[src/rtl/operand_seq_ctrl.sv]
// operand_seq_ctrl: loads A, B and cmd registers from a byte stream, launches the ALU, returns its result.
// Latency: last input byte -> exec_start 1 cycle; exec_done -> out_valid 1 cycle.
// Backpressure: in_ready only in load states; out_valid holds out_data until out_ready.
module operand_seq_ctrl #(
  parameter int DATA_W  = 8,
  parameter int TIMEOUT = 15
) (
  input  logic              clk,
  input  logic              rst_n,
  input  logic              in_valid,
  output logic              in_ready,
  input  logic [DATA_W-1:0] in_data,
  output logic              ld_a,
  output logic              ld_b,
  output logic              ld_cmd,
  output logic [DATA_W-1:0] reg_d,
  output logic              exec_start,
  input  logic              exec_done,
  input  logic [DATA_W-1:0] res_data,
  output logic              out_valid,
  input  logic              out_ready,
  output logic [DATA_W-1:0] out_data,
  output logic              busy,
  output logic              err
);

  typedef enum logic [2:0] {
    LOAD_A,
    LOAD_B,
    LOAD_CMD,
    EXEC,
    WAIT_DONE,
    OUTPUT
  } state_t;

  // Count value at which the next idle WAIT_DONE cycle is the TIMEOUT-th one.
  localparam logic [7:0] CNT_LAST = 8'(TIMEOUT - 1);

  state_t     state;
  logic [7:0] cnt;
  logic       cmd_ok;

  // Ready and busy are pure decodes of the state register, so neither
  // depends combinationally on in_valid.
  assign in_ready = (state == LOAD_A) || (state == LOAD_B) || (state == LOAD_CMD);
  assign busy     = (state != LOAD_A);

  // Only command bytes with a zero top field are accepted.
  assign cmd_ok = (in_data[DATA_W-1 -: 3] == 3'b000);

  // Sequencer: state, one-cycle strobes, register data, result holding and timeout count.
  always_ff @(posedge clk) begin
    if (!rst_n) begin
      state      <= LOAD_A;
      ld_a       <= 1'b0;
      ld_b       <= 1'b0;
      ld_cmd     <= 1'b0;
      reg_d      <= '0;
      exec_start <= 1'b0;
      out_valid  <= 1'b0;
      out_data   <= '0;
      err        <= 1'b0;
      cnt        <= '0;
    end else begin
      // Strobes and pulses are single-cycle unless re-armed below.
      ld_a       <= 1'b0;
      ld_b       <= 1'b0;
      ld_cmd     <= 1'b0;
      exec_start <= 1'b0;
      err        <= 1'b0;

      case (state)
        LOAD_A: begin
          if (in_valid) begin
            reg_d <= in_data;
            ld_a  <= 1'b1;
            state <= LOAD_B;
          end
        end

        LOAD_B: begin
          if (in_valid) begin
            reg_d <= in_data;
            ld_b  <= 1'b1;
            state <= LOAD_CMD;
          end
        end

        LOAD_CMD: begin
          if (in_valid) begin
            reg_d <= in_data;
            if (cmd_ok) begin
              // Start coincides with ld_cmd so the datapath sees the
              // command on the same edge it captures it.
              ld_cmd     <= 1'b1;
              exec_start <= 1'b1;
              state      <= EXEC;
            end else begin
              err   <= 1'b1;
              state <= LOAD_A;
            end
          end
        end

        EXEC: begin
          cnt   <= '0;
          state <= WAIT_DONE;
        end

        WAIT_DONE: begin
          // Completion takes priority over a timeout landing on the same cycle.
          if (exec_done) begin
            out_data  <= res_data;
            out_valid <= 1'b1;
            state     <= OUTPUT;
          end else begin
            cnt <= cnt + 8'd1;
            if (cnt == CNT_LAST) begin
              err   <= 1'b1;
              state <= LOAD_A;
            end
          end
        end

        OUTPUT: begin
          if (out_ready) begin
            out_valid <= 1'b0;
            state     <= LOAD_A;
          end
        end

        default: state <= LOAD_A;
      endcase
    end
  end

endmodule

[config.mk]
export PLATFORM = sky130hd
export DESIGN_NAME = operand_seq_ctrl
export DESIGN_NICKNAME = d
export VERILOG_FILES = /design/src/rtl/operand_seq_ctrl.sv
export SDC_FILE = /design/constraint.sdc
export NUM_CORES = 1
export LEC_CHECK = 0
export ABC_AREA = 1
export CORE_ASPECT_RATIO = 1.5
export CORE_UTILIZATION = 45
export DETAILED_ROUTE_END_ITERATION = 8
export DONT_BUFFER_PORTS = 1
export HOLD_SLACK_MARGIN = 0.08
export PLACE_DENSITY = 0.57
export SYNTH_ARGS = -nofsm -noshare
export SYNTH_HDL_FRONTEND = slang
export SYNTH_SLANG_ARGS = --single-unit
[constraint.sdc]
create_clock -name clk -period 1.64 [get_ports clk]
set_input_delay 0.328 -clock clk [delete_from_list [all_inputs] [get_ports clk]]
set_output_delay 0.328 -clock clk [all_outputs]
set_load 0.05 [all_outputs]
Yosys cells after proc, flatten, opt, wreduce, memory -nomap -nowiden
Cells that the tools add are included.
{"block": "classes", "addsub": 1, "multipliers": 0, "n_div": 0, "magnitude_cmp": 0, "eq_ne": 13, "n_shift": 0, "n_mux": 20, "n_bitwise": 0, "reduce_logical": 16}
{"cell": "3-bit 2-to-1 mux", "count": 6}
{"cell": "3-bit case mux with 6 select lines", "count": 1}
{"cell": "8-bit case mux with 2 select lines", "count": 1}
{"cell": "2-bit inequality test, second input constant", "count": 6}
{"cell": "2-bit AND reduction", "count": 5}
{"cell": "8-bit by 1-bit adder with 8-bit output, second input constant", "count": 1}
{"cell": "8-bit by 4-bit == test with 1-bit output, second input constant", "count": 1}
{"cell": "1-bit 2-to-1 mux", "count": 8}
{"cell": "8-bit 2-to-1 mux", "count": 1}
{"cell": "3-bit by 2-bit == test with 1-bit output, second input constant", "count": 2}
{"cell": "3-bit == test, second input constant", "count": 2}
{"cell": "3-bit logical NOT", "count": 2}
{"cell": "3-bit AND reduction", "count": 2}
{"cell": "5-bit AND reduction", "count": 1}
{"cell": "1-bit case mux with 2 select lines", "count": 2}
{"cell": "2-bit nonzero test", "count": 2}
{"cell": "3-bit by 1-bit == test with 1-bit output, second input constant", "count": 1}
{"cell": "3-bit inequality test, second input constant", "count": 1}
{"cell": "3-bit nonzero test", "count": 1}
{"cell": "3-bit OR reduction", "count": 1}
{"cell": "1-bit logical OR", "count": 2}
{"cell": "2-bit 2-to-1 mux", "count": 1}
{"block": "word_totals", "reg_bits": 32, "latch_bits": 0, "ramBits": 0, "mem_bits_ro": 0, "out_inout_bits": 24, "wordCells": 59, "n_memories": 0}

Logic depth before layout (Yosys ltp)
Gate-level depths: netlist of the first run.
{"block": "logic_depth", "word_depth": 4, "mapped_depth": 9}

Worst setup path before layout of the first run
Ideal clock, no wire load.
{"block": "synth_path", "path_kind": "reg2reg", "startpoint": "reg state[1]", "endpoint": "reg state[0]", "setup_time_ns": 0.070, "arrival_ns": 1.209, "t_required_ns": 1.570, "setup_slack_ns": 0.361, "stages_incl_launch_ff": 6, "path_buffers": 0, "period_less_slack_ns": 1.279, "path_cell_list": "dfxtp_1 -> nor2_2 -> nand2_1 -> nand3_1 -> nand3_1 -> a21oi_1"}
{"block": "synth_between", "elab_chain_cells": 3}
{"item": "from (decl)", "line_no": "39", "text": "state_t state;"}
{"item": "from (signal assigned)", "line_no": "54", "text": "state <= LOAD_A;"}
{"item": "from (signal assigned)", "line_no": "77", "text": "state <= LOAD_B;"}
{"item": "from (signal assigned)", "line_no": "85", "text": "state <= LOAD_CMD;"}
{"item": "3-bit == test (tied with other cells)", "line_no": "72", "text": "case (state)"}
{"item": "3-bit inequality test (no line) or 2-bit inequality test (tied branches)"}
{"item": "5-bit AND reduction (no line)"}
Several ways; a longest one is shown, not always the timed one.
A chain may end at the register's enable or synchronous reset.

Worst setup path in the final report of the first run
{"block": "layout_path", "startpoint": "reg state[2]", "endpoint": "out in_ready"}
{"block": "layout_between", "elab_chain_cells": 3}
{"item": "3-bit by 1-bit == test with 1-bit output or 3-bit logical NOT (tied branches)", "line_no": "45", "text": "assign in_ready = (state == LOAD_A) || (state == LOAD_B) || (state == LOAD_CMD);"}
{"item": "1-bit logical OR", "line_no": "45"}
{"item": "1-bit logical OR (*)", "line_no": "45"}
{"item": "to (decl)", "line_no": "11", "text": "output logic in_ready,"}
Mark *: on every way between the ends. The rest lies on a longest branch, timed or not.

==> reports/metrics.csv, run 1 <==
stage;metric;value;unit
cells_and_area;fill_cells;321;
die;die_width;48.61;um
clock_network;clkTransAtPathRegs;70;ps
worst_setup_path;r2r_slack;280;ps
worst_hold_path;min_from;rst_n;
synth;syn_nets;222;
clock_network;cts_root_buf;clkbuf_8;
timing;slew-limit-headroom;0.6412;
die;fp.coreArea;3128;um^2
grt;track_usage;0.1963;
cells_and_area;diodes;0;
grt;grt_pass1_wl;5106;um
power;peakVddDrop;0.6445;mV
worst_setup_path;arrival;1170;ps
drt;drt_wl_total;3045;um
synth;avgSynthCellArea;7.369;um^2
drt;drt-initial-drc-count;25;
drt;avgViaCountPerCell;5.136;
cells_and_area;final_common_cell;nand2_1;
worst_setup_path;end_kind;output port;
cells_and_area;synthToLayoutAreaGrowth;7.679;%
worst_hold_path;min_path_cells;2;
clock_network;postCtsSetupBuffers;0;
synth;synth_flop_cell;dfxtp_1;
power;share_comb_of_total_power;0.110;
drt;first_pass_iters;4;
die;initial_core_util;0.4688;
timing;worstMarginPinSlew;537.4;ps
clock_network;postCtsResizedCells;0;
clock_network;cts_tree;done;
synth;synth_cells;199;
run_status;outcome;finished clean;
power;internal-power;1.209;mW
grt;first_global_vias;1209;
placed_design;hpwl;2330;um
power;p_sw_frac;0.3085;
grt;grt_max_degree;23;
worst_setup_path;path_max_fanout;10;
power;pwr-share-clk;0.359;
drt;post_drt_wl_per_cell;12.53;um
timing;period_share;0.9125;
clock_network;cts_inserted_buffers;5;
cells_and_area;most-common-layout-cells;nand2_1, dfxtp_1, nand3_1, a21oi_1, inv_1;
cells_and_area;nNetsFinal;225;
die;die_y;71.92;um
cells_and_area;drive_gt1_frac;0.1379;
power;p_leak;0.6273;nW
timing;fin_crit;1496;ps
power;powerDensity;1107;nW/um^2
drt;vias;1248;
timing;finalSetupViolCount;0;
placed_design;gp_congestion;0.7995;
die;num_rows;25;
clock_network;ctsHtreeMaxLevel;2;
grt;antenna_found_initial;0;
clock_network;cts_buffer_depth;2;
synth;seq_area_frac_synth;0.4369;
timing;tns;0;ps
timing;setup_slack;143.5;ps
synth;synth_seq_cells;32;
power;share_seq_of_total_power;0.531;
worst_setup_path;worstRegToRegCells;6;
clock_network;worstSkewPairLatency;280;ps
die;num_io_pins;45;
worst_setup_path;worstSetupPathType;flop to output port;
synth;syn-cell-area;1466;um^2
clock_network;postCtsHoldBufs;0;
clock_network;clkSinkCount;32;
synth;yosys_warnings;0;
run;cap_violations;0;
synth;async_reset_ff_frac;0;
worst_hold_path;min_to;cnt[3];
synth;ys_types;26;
grt;grt-ovfl-total;0;
timing;finalHoldViolations;0;
timing;max_freq;0.6682;GHz
worst_setup_path;reg2reg_from;state[2];
timing;finalClockSkew;9.425;ps
worst_setup_path;r2r-end;reg_d[1];
timing;slew_viol_final;0;
drt;final_antenna_net_count;0;
worst_hold_path;hold_path.class;input pin to flop;
die;die_area;3496;um^2
placed_design;io_buffers;0;
power;p_switching;539.4;uW
timing;rsz0062_at_grt;no;
synth;synth-edff-count;0;
worst_setup_path;required;1310;ps
drt;drc;0;
placed_design;dp_slack;277.7;ps
worst_setup_path;worstSetupStartpointType;flop;
## critical path, cell delays in order (launching register included)
cell	delay, ps
dfxtp_1	360
inv_2	110
nand2_1	100
inv_2	310
## metrics by stage
step                std cells  hold WS, ps    util  instance area, um^2  power, mW
floorplan                 199        448.8       -                 1466      1.111
global placement          235        452.5  0.4736                 1481      1.134
detailed placement        235        456.3  0.4736                 1481      1.141
CTS                       243        154.6  0.5048                 1579      1.773
global route              243        157.5  0.5048                 1579      1.830
finish                    243        166.9  0.5048                 1579      1.749
## cell type report
type / instances / area, um^2 / share of cell area
clock buffers: 6 / 82.58 / 0.05230
clock inverters: 2 / 15.01 / 0.009509
inverters: 22 / 82.58 / 0.05230
multi-input cells: 138 / 685.7 / 0.4342
flip-flops and latches: 32 / 640.6 / 0.4057
well taps: 40 / 50.05 / 0.03170
repair buffers: 3 / 22.52 / 0.01426
## synth_stat cells (3+ instances only)
cell type / number / share of area
clkbuf_1: 3 / 0.0077
nand2_1: 48 / 0.12
nand3_1: 27 / 0.092
nor2_1: 18 / 0.046
o21ai_0: 4 / 0.014
dfxtp_1: 32 / 0.44
a21oi_1: 22 / 0.075
a21oi_2: 3 / 0.018
inv_2: 3 / 0.0077
inv_1: 19 / 0.049
## metal layers
layer	vias up	wire (um)	global-route usage
met5	-	0	0
met1	567	1244	0.1947
met2	29	1604	0.3596
met3	4	146	0.06080
met4	0	49	0.1078
li1	648	-	-
## flip-flops by register name, summed over array words and instances, names as in the netlist
register and cells:
err 1, out_data 8, out_valid 1, reg_d 8, state 3, cnt 8, exec_start 1, ld_b 1
ld_a 1
## kinds of logic after synthesis
group,Yosys count,synth area share
compound gates,32,0.1220
fa+ha+maj,2,0.01706
buf+inv,29,0.09556
flops,32,0.4369
simple gates,104,0.3285
## power groups by stage
stage               clock, mW  combinational [mW]  sequential, mW
detailed placement          0               0.195           0.946
finish                  0.628               0.192           0.928
global placement            0               0.190           0.944
global route            0.680               0.218           0.932
floorplan                   0               0.172           0.939
CTS                     0.650               0.195           0.928
## how the worst max path moves through the flow
stage / to / slack, ps / start
5_1_grt: in_ready / 40 / state[2]
4_1_cts: in_ready / 130 / state[2]
2_1_floorplan: state[0] / 360 / state[1]
3_5_place_dp: state[2] / 280 / cnt[0]
3_3_place_gp: state[2] / 290 / cnt[0]
6_report: in_ready / 140 / state[2]
Note: power is estimated with default switching activity, not from simulation.
==> run 2: changes to the inputs <==
Settings changed: ABC_AREA 1 to 0, CTS_CLUSTER_DIAMETER set to 60.
==> run 2 against run 1 <==
Net effect:
- wire length rose by 7.3%
- sequential share of layout area decreased by 3.4 points
- utilization rose by 9.2 points
- count of clock-buffer cells in the layout stayed put
- critical endpoint is now busy
- highest routed layer unchanged
- maximum frequency fell by 7.8%
==> reports/metrics.csv, run 2 <==
stage;metric;value;unit;change
run_status;outcome;finished clean;;
grt;track_usage;0.2262;;+0.02990
clock_network;ctsHtreeMaxLevel;2;;unchanged
worst_setup_path;crit_path_top_delay_cell;or3_4;;
worst_setup_path;path_cells;buf_8 > or3_4 > buf_8;;
die;num_io_pins;45;;unchanged
die;initial_core_util;0.4830;;+0.01419
cells_and_area;fin_cells;222;;-8.6%
drt;post_drt_wl_per_cell;14.72;um;+17%
timing;slew-limit-headroom;0.6490;;+0.007783
grt;grt_pass1_wl;5506;um;+7.8%
worst_setup_path;end_kind;output port;;
timing;max_freq;0.6162;GHz;-7.8%
worst_setup_path;crit_family;simple AND/OR/NAND/NOR gates;;
grt;antenna_found_initial;0;;unchanged
cells_and_area;nNetsFinal;205;;-8.9%
placed_design;dpl.cell_count;208;;-11%
placed_design;hpwl;2297;um;-1.4%
clock_network;postCtsHoldBufs;0;;unchanged
cells_and_area;multi_input_area;749.5;um^2;+9.3%
drt;first_pass_iters;4;;unchanged
timing;period_share;0.9896;;+0.07712
run;cap_violations;0;;unchanged
synth;async_reset_ff_frac;0;;unchanged
cells_and_area;synthToLayoutAreaGrowth;23.50;%;
drt;drt-initial-drc-count;31;;+24%
power;p_switching;599.4;uW;+11%
synth;seq_area_frac_synth;0.4507;;+0.01384
power;peakVddDrop;1.006;mV;+56%
drt;vias;1248;;unchanged
die;die_area;3392;um^2;-3.0%
synth;synth_flop_cell;dfxtp_1;;
grt;first_global_vias;1256;;+3.9%
timing;worstMarginPinSlew;525.8;ps;-11.66 ps
die;die_width;47.89;um;-1.5%
clock_network;cts_root_buf;clkbuf_8;;
timing;finalClockSkew;5.120;ps;-4.305 ps
drt;drt_wl_total;3268;um;+7.3%
synth;syn-cell-area;1421;um^2;-3.1%
worst_setup_path;worstSetupPathType;flop to output port;;
worst_setup_path;path_buf_inv;2;;unchanged
synth;syn_nets;188;;-15%
synth;yosysTopAreaCellShare;0.4507;;+0.01384
clock_network;clkTransAtPathRegs;60;ps;about the same
timing;fin_crit;1623;ps;+126.5 ps
cells_and_area;final_common_cell;nand2_1;;
clock_network;cts_tree;done;;
cells_and_area;fill_cells;290;;-9.7%
synth;avgSynthCellArea;8.614;um^2;+17%
synth;ys_types;42;;+62%
synth;synth_seq_cells;32;;unchanged
power;share_seq_of_total_power;0.461;;-0.070
drt;drc;0;;unchanged
power;internal-power;1.430;mW;+18%
grt;grt-ovfl-total;0;;unchanged
power;share_comb_of_total_power;0.174;;+0.064
grt;grt_max_degree;15;;-35%
clock_network;clkSinkCount;32;;unchanged
worst_setup_path;worstSetupStartpointType;flop;;
worst_setup_path;crit_top_cell;buf_8;;
placed_design;io_buffers;0;;unchanged
die;die_y;70.83;um;-1.5%
clock_network;cts_inserted_buffers;5;;unchanged
die;fp.coreArea;2943;um^2;-5.9%
synth;yosys_warnings;0;;unchanged
power;p_leak;0.6618;nW;+5.5%
cells_and_area;drive_gt1_frac;0.2077;;+0.06972
worst_setup_path;required;1310;ps;about the same
synth;yosysTopAreaCell;dfxtp_1;;
worst_hold_path;hold_path.class;input pin to flop;;
timing;slew_viol_final;0;;unchanged
power;p_sw_frac;0.2953;;-0.01318
cells_and_area;most-common-layout-cells;nand2_1, dfxtp_1, a21oi_1, buf_4, nor2_1;;
worst_setup_path;critPathMaxStageDelay;370;ps;about the same
power;powerDensity;1156;nW/um^2;+4.4%
cells_and_area;diodes;0;;unchanged
timing;finalSetupViolCount;0;;unchanged
power;pwr-share-clk;0.366;;+0.007
die;num_rows;24;;-4.0%
worst_setup_path;arrival;1290;ps;+120 ps
timing;finalHoldViolations;0;;unchanged
timing;tns;0;ps;unchanged
drt;avgViaCountPerCell;5.622;;+9.5%
cells_and_area;largest_registers;cnt x8, out_data x8, reg_d x8;;
synth;synth_cells;165;;-17%
placed_design;gp_congestion;0.8344;;+4.4%
worst_setup_path;path_max_fanout;4;;-6
clock_network;cts_buffer_depth;2;;unchanged
synth;synth_area_leaders;dfxtp_1, nand2_1, a21oi_1;;
synth;synth_common_cells;dfxtp_1, nand2_1, a21oi_1;;
synth;synth-edff-count;0;;unchanged
clock_network;worstSkewPairLatency;290;ps;about the same
cells_and_area;seqCellArea;651.9;um^2;+1.8%
drt;final_antenna_net_count;0;;unchanged
run 2: cell types whose count changed after synthesis, moves of 3 or more:
cell | before | now
inv_1 | 19 | 2
nor2_1 | 18 | 12
nand3_1 | 27 | 9
inv_2 | 3 | 0
o2111ai_1 | 0 | 3
o21ai_0 | 4 | 1
nand2_1 | 48 | 32
xor2_1 | 0 | 5
buf_2 | 1 | 4
or3_1 | 0 | 4
run 2: through the flow:
step	util	power, mW	setup WS, ps	instance area [um^2]	hold slack, ps
after floorplan	-	1.156	90.62	1429	464.0
after global placement	0.5238	1.233	115.6	1541	466.4
after detailed placement	0.5238	1.238	71.20	1541	474.1
after CTS	0.5697	2.003	-11.57	1677	161.7
after global routing	0.5965	2.107	-16.50	1755	175.5
final	0.5965	2.030	17.04	1755	171.7
run 2: kinds of logic (layout without fill, tap and decap cells):
kind of cell / count (synthesis) / count (layout) / synth area share
AND/OR/NAND/NOR: 77 / 77 / 0.2835
adder cells (fa/ha/maj): 2 / 2 / 0.01760
flip-flops: 32 / 32 / 0.4507
XOR/XNOR: 6 / 6 / 0.03697
multiplexers: 2 / 2 / 0.01409
AO/OA/AOI/OAI: 35 / 35 / 0.1593
buffers and inverters: 11 / 29 / 0.03785
run 2: final cells by class:
cell class | count | share of cell area
clock buffers | 6 | 0.04134
clock inverters | 2 | 0.01996
inverters | 2 | 0.004277
multi-input cells | 122 | 0.4269
flip-flops and latches | 32 | 0.3713
well taps | 39 | 0.02780
repair buffers | 19 | 0.1083
run 2: per-layer routing:
layer  share of wire  GRT usage  vias up  wire (um)
li1                -          -      613          -
met1            0.39     0.2472      593       1260
met2            0.53     0.3694       35       1724
met3           0.066    0.09184        7        216
met4           0.021    0.09259        0         67
met5               0          0        -          0
run 2: power by group through the flow:
stage | clock network (mW) | registers [mW] | logic (mW)
2_1_floorplan | 0 | 0.962 | 0.194
3_3_place_gp | 0 | 0.948 | 0.285
3_5_place_dp | 0 | 0.949 | 0.288
4_1_cts | 0.757 | 0.935 | 0.311
5_1_grt | 0.784 | 0.941 | 0.381
6_report | 0.743 | 0.935 | 0.352
run 2: worst paths after layout:
path	depth (start not counted)	slack, ps	start	end
min	2	170	res_data[0]	out_data[0]
max	3	20	state[1]	busy
max reg2reg	4	80	state[1]	state[0]
min reg2reg	1	500	state[2]	ld_a
run 2: repair_timing:
| item | 4_1_cts | 5_1_grt |
|---|---|---|
| gates resized for setup | 7 | 8 |
| setup endpoints to repair | 2 | 3 |
| pin swaps | 0 | 1 |
| buffers inserted | 1 | 6 |
==> run 3: changes to the inputs <==
Settings changed: CORE_UTILIZATION 45 to 30, PLACE_DENSITY 0.57 to 0.41.
==> run 3 against run 2 <==
Net effect:
- sequential power hardly changed
- via count grew 1.2%
- non-clock buffer count rose by 3
- utilization fell by 20 points
- critical path depth did not move
- clock power fell by 15%
- die area rose by 48%
- power fell by 4.0%
==> reports/metrics.csv, run 3 (same netlist as run 2, synthesis figures left out) <==
stage;metric;value;unit;change
worst_setup_path;cp-startpoint;state[2];;
worst_hold_path;min_from;res_data[3];;
grt;grt_pass1_wl;5830;um;+5.9%
run;cap_violations;0;;unchanged
timing;finalClockSkew;7.053;ps;+1.933 ps
timing;period_share;0.9852;;-0.004405
timing;finalHoldViolations;0;;unchanged
cells_and_area;nNetsFinal;208;;+1.5%
clock_network;clkSinkCount;32;;unchanged
worst_setup_path;worstSetupPathType;flop to output port;;
placed_design;gp_congestion;0.8073;;-3.2%
clock_network;cts_root_buf;clkbuf_8;;
power;peakVddDrop;0.3956;mV;-61%
drt;drt-initial-drc-count;29;;-6.5%
clock_network;cts_inserted_buffers;5;;unchanged
timing;rsz0062_at_grt;yes;;
clock_network;postCtsHoldBufs;0;;unchanged
grt;antenna_found_initial;0;;unchanged
timing;slew-limit-headroom;0.6510;;+0.001947
cells_and_area;most-common-layout-cells;nand2_1, dfxtp_1, a21oi_1, buf_4, nor2_1;;
worst_setup_path;reg2reg_from;state[2];;
grt;first_global_vias;1209;;-3.7%
cells_and_area;largest_registers;cnt x8, out_data x8, reg_d x8;;
clock_network;clkTransAtPathRegs;70;ps;about the same
timing;tns;0;ps;unchanged
worst_setup_path;path_max_fanout;6;;+2
drt;post_drt_wl_per_cell;14.18;um;-3.7%
grt;track_usage;0.1533;;-0.07284
drt;final_antenna_net_count;0;;unchanged
die;die_width;58.20;um;+22%
die;die_y;86.30;um;+22%
drt;vias;1263;;+1.2%
die;num_io_pins;45;;unchanged
run_status;outcome;finished clean;;
timing;finalSetupViolCount;0;;unchanged
drt;avgViaCountPerCell;5.052;;-10%
grt;grt_max_degree;18;;+3
die;num_rows;30;;+25%
cells_and_area;final_common_cell;nand2_1;;
die;fp.coreArea;4542;um^2;+54%
timing;max_freq;0.6189;GHz;+0.45%
clock_network;cts_buffer_depth;2;;unchanged
worst_setup_path;worstSetupStartpointType;flop;;
power;powerDensity;1079;nW/um^2;-6.7%
timing;fin_crit;1616;ps;-7.225 ps
cells_and_area;drive_gt1_frac;0.2258;;+0.01816
worst_setup_path;end_kind;output port;;
drt;drt_wl_total;3544;um;+8.4%
die;initial_core_util;0.3129;;-0.1700
worst_setup_path;required;1310;ps;about the same
clock_network;ctsHtreeMaxLevel;2;;unchanged
worst_hold_path;hold_path.class;input pin to flop;;
power;p_leak;0.6805;nW;+2.8%
placed_design;hpwl;2620;um;+14%
timing;worstMarginPinSlew;522.9;ps;-2.917 ps
timing;slew_viol_final;0;;unchanged
worst_setup_path;arrival;1290;ps;about the same
die;die_area;5023;um^2;+48%
timing;whs;176.7;ps;+5.018 ps
placed_design;io_buffers;0;;unchanged
drt;drc;0;;unchanged
clock_network;worstSkewPairLatency;290;ps;about the same
cells_and_area;diodes;0;;unchanged
power;power;1.949;mW;-4.0%
drt;first_pass_iters;4;;unchanged
clock_network;cts_tree;done;;
cells_and_area;synthToLayoutAreaGrowth;27.11;%;
grt;grt-ovfl-total;0;;unchanged
==> run 3: changes by cell type in the layout (fill, tap and decap cells not counted), sizes merged <==
| cell | delta |
|---|---|
| buf | +2 |
| bufbuf | +1 |
| bufinv | -1 |
| clkbuf | +1 |
| clkinv | -1 |
| clkinvlp | +1 |
==> run 3: power breakdown <==
group	internal (mW)	switching [mW]
Combinational	0.193	0.195
Sequential	0.818	0.114
Clock	0.341	0.288
Total	1.35	0.598
==> run 3: final timing paths <==
check	to	slack, ps	depth (start not counted)
setup / recovery	busy	20	3
hold / removal	out_data[3]	180	2
setup reg to reg	state[0]	60	5
hold reg to reg	ld_b	560	2
==> run 3: metal layers <==
metal | up-vias | part of all wire | track usage
li1 | 625 | - | -
met1 | 597 | 0.37 | 0.1610
met2 | 34 | 0.56 | 0.2790
met3 | 7 | 0.047 | 0.04328
met4 | 0 | 0.026 | 0.06494
met5 | - | 0 | 0
==> run 3: worst max-delay path: stages, from the launching register on <==
cell	delay, ps
dfxtp_4	350
buf_6	120
or3_4	370
buf_8	160
==> run 3: area by class of cell <==
class,count,area [um^2]
tap,64,80.08
multi-input combinational,122,748.2
clock inverter,1,7.507
sequential,32,651.9
inverter,2,7.507
clock buffer,7,86.33
fill,474,2735
timing repair buffer,22,225.2
==> run 3: stage by stage <==
stage,utilization,instances,setup slack [ps],instance area (um^2)
2_1_floorplan,-,165,90.62,1429
3_3_place_gp,0.3479,234,118.7,1580
3_5_place_dp,0.3479,234,101.0,1580
4_1_cts,0.3879,246,20.75,1762
5_1_grt,0.3978,250,-5.669,1807
6_report,0.3978,250,24.26,1807
==> run 3: timing repair <==
action | in CTS | in global routing
gates cloned | 1 | 0
buffers inserted | 3 | 4
gates resized for setup | 11 | 5
hold endpoints to repair | 0 | 0
setup endpoints to repair | 2 | 11
pin swaps | 1 | 1
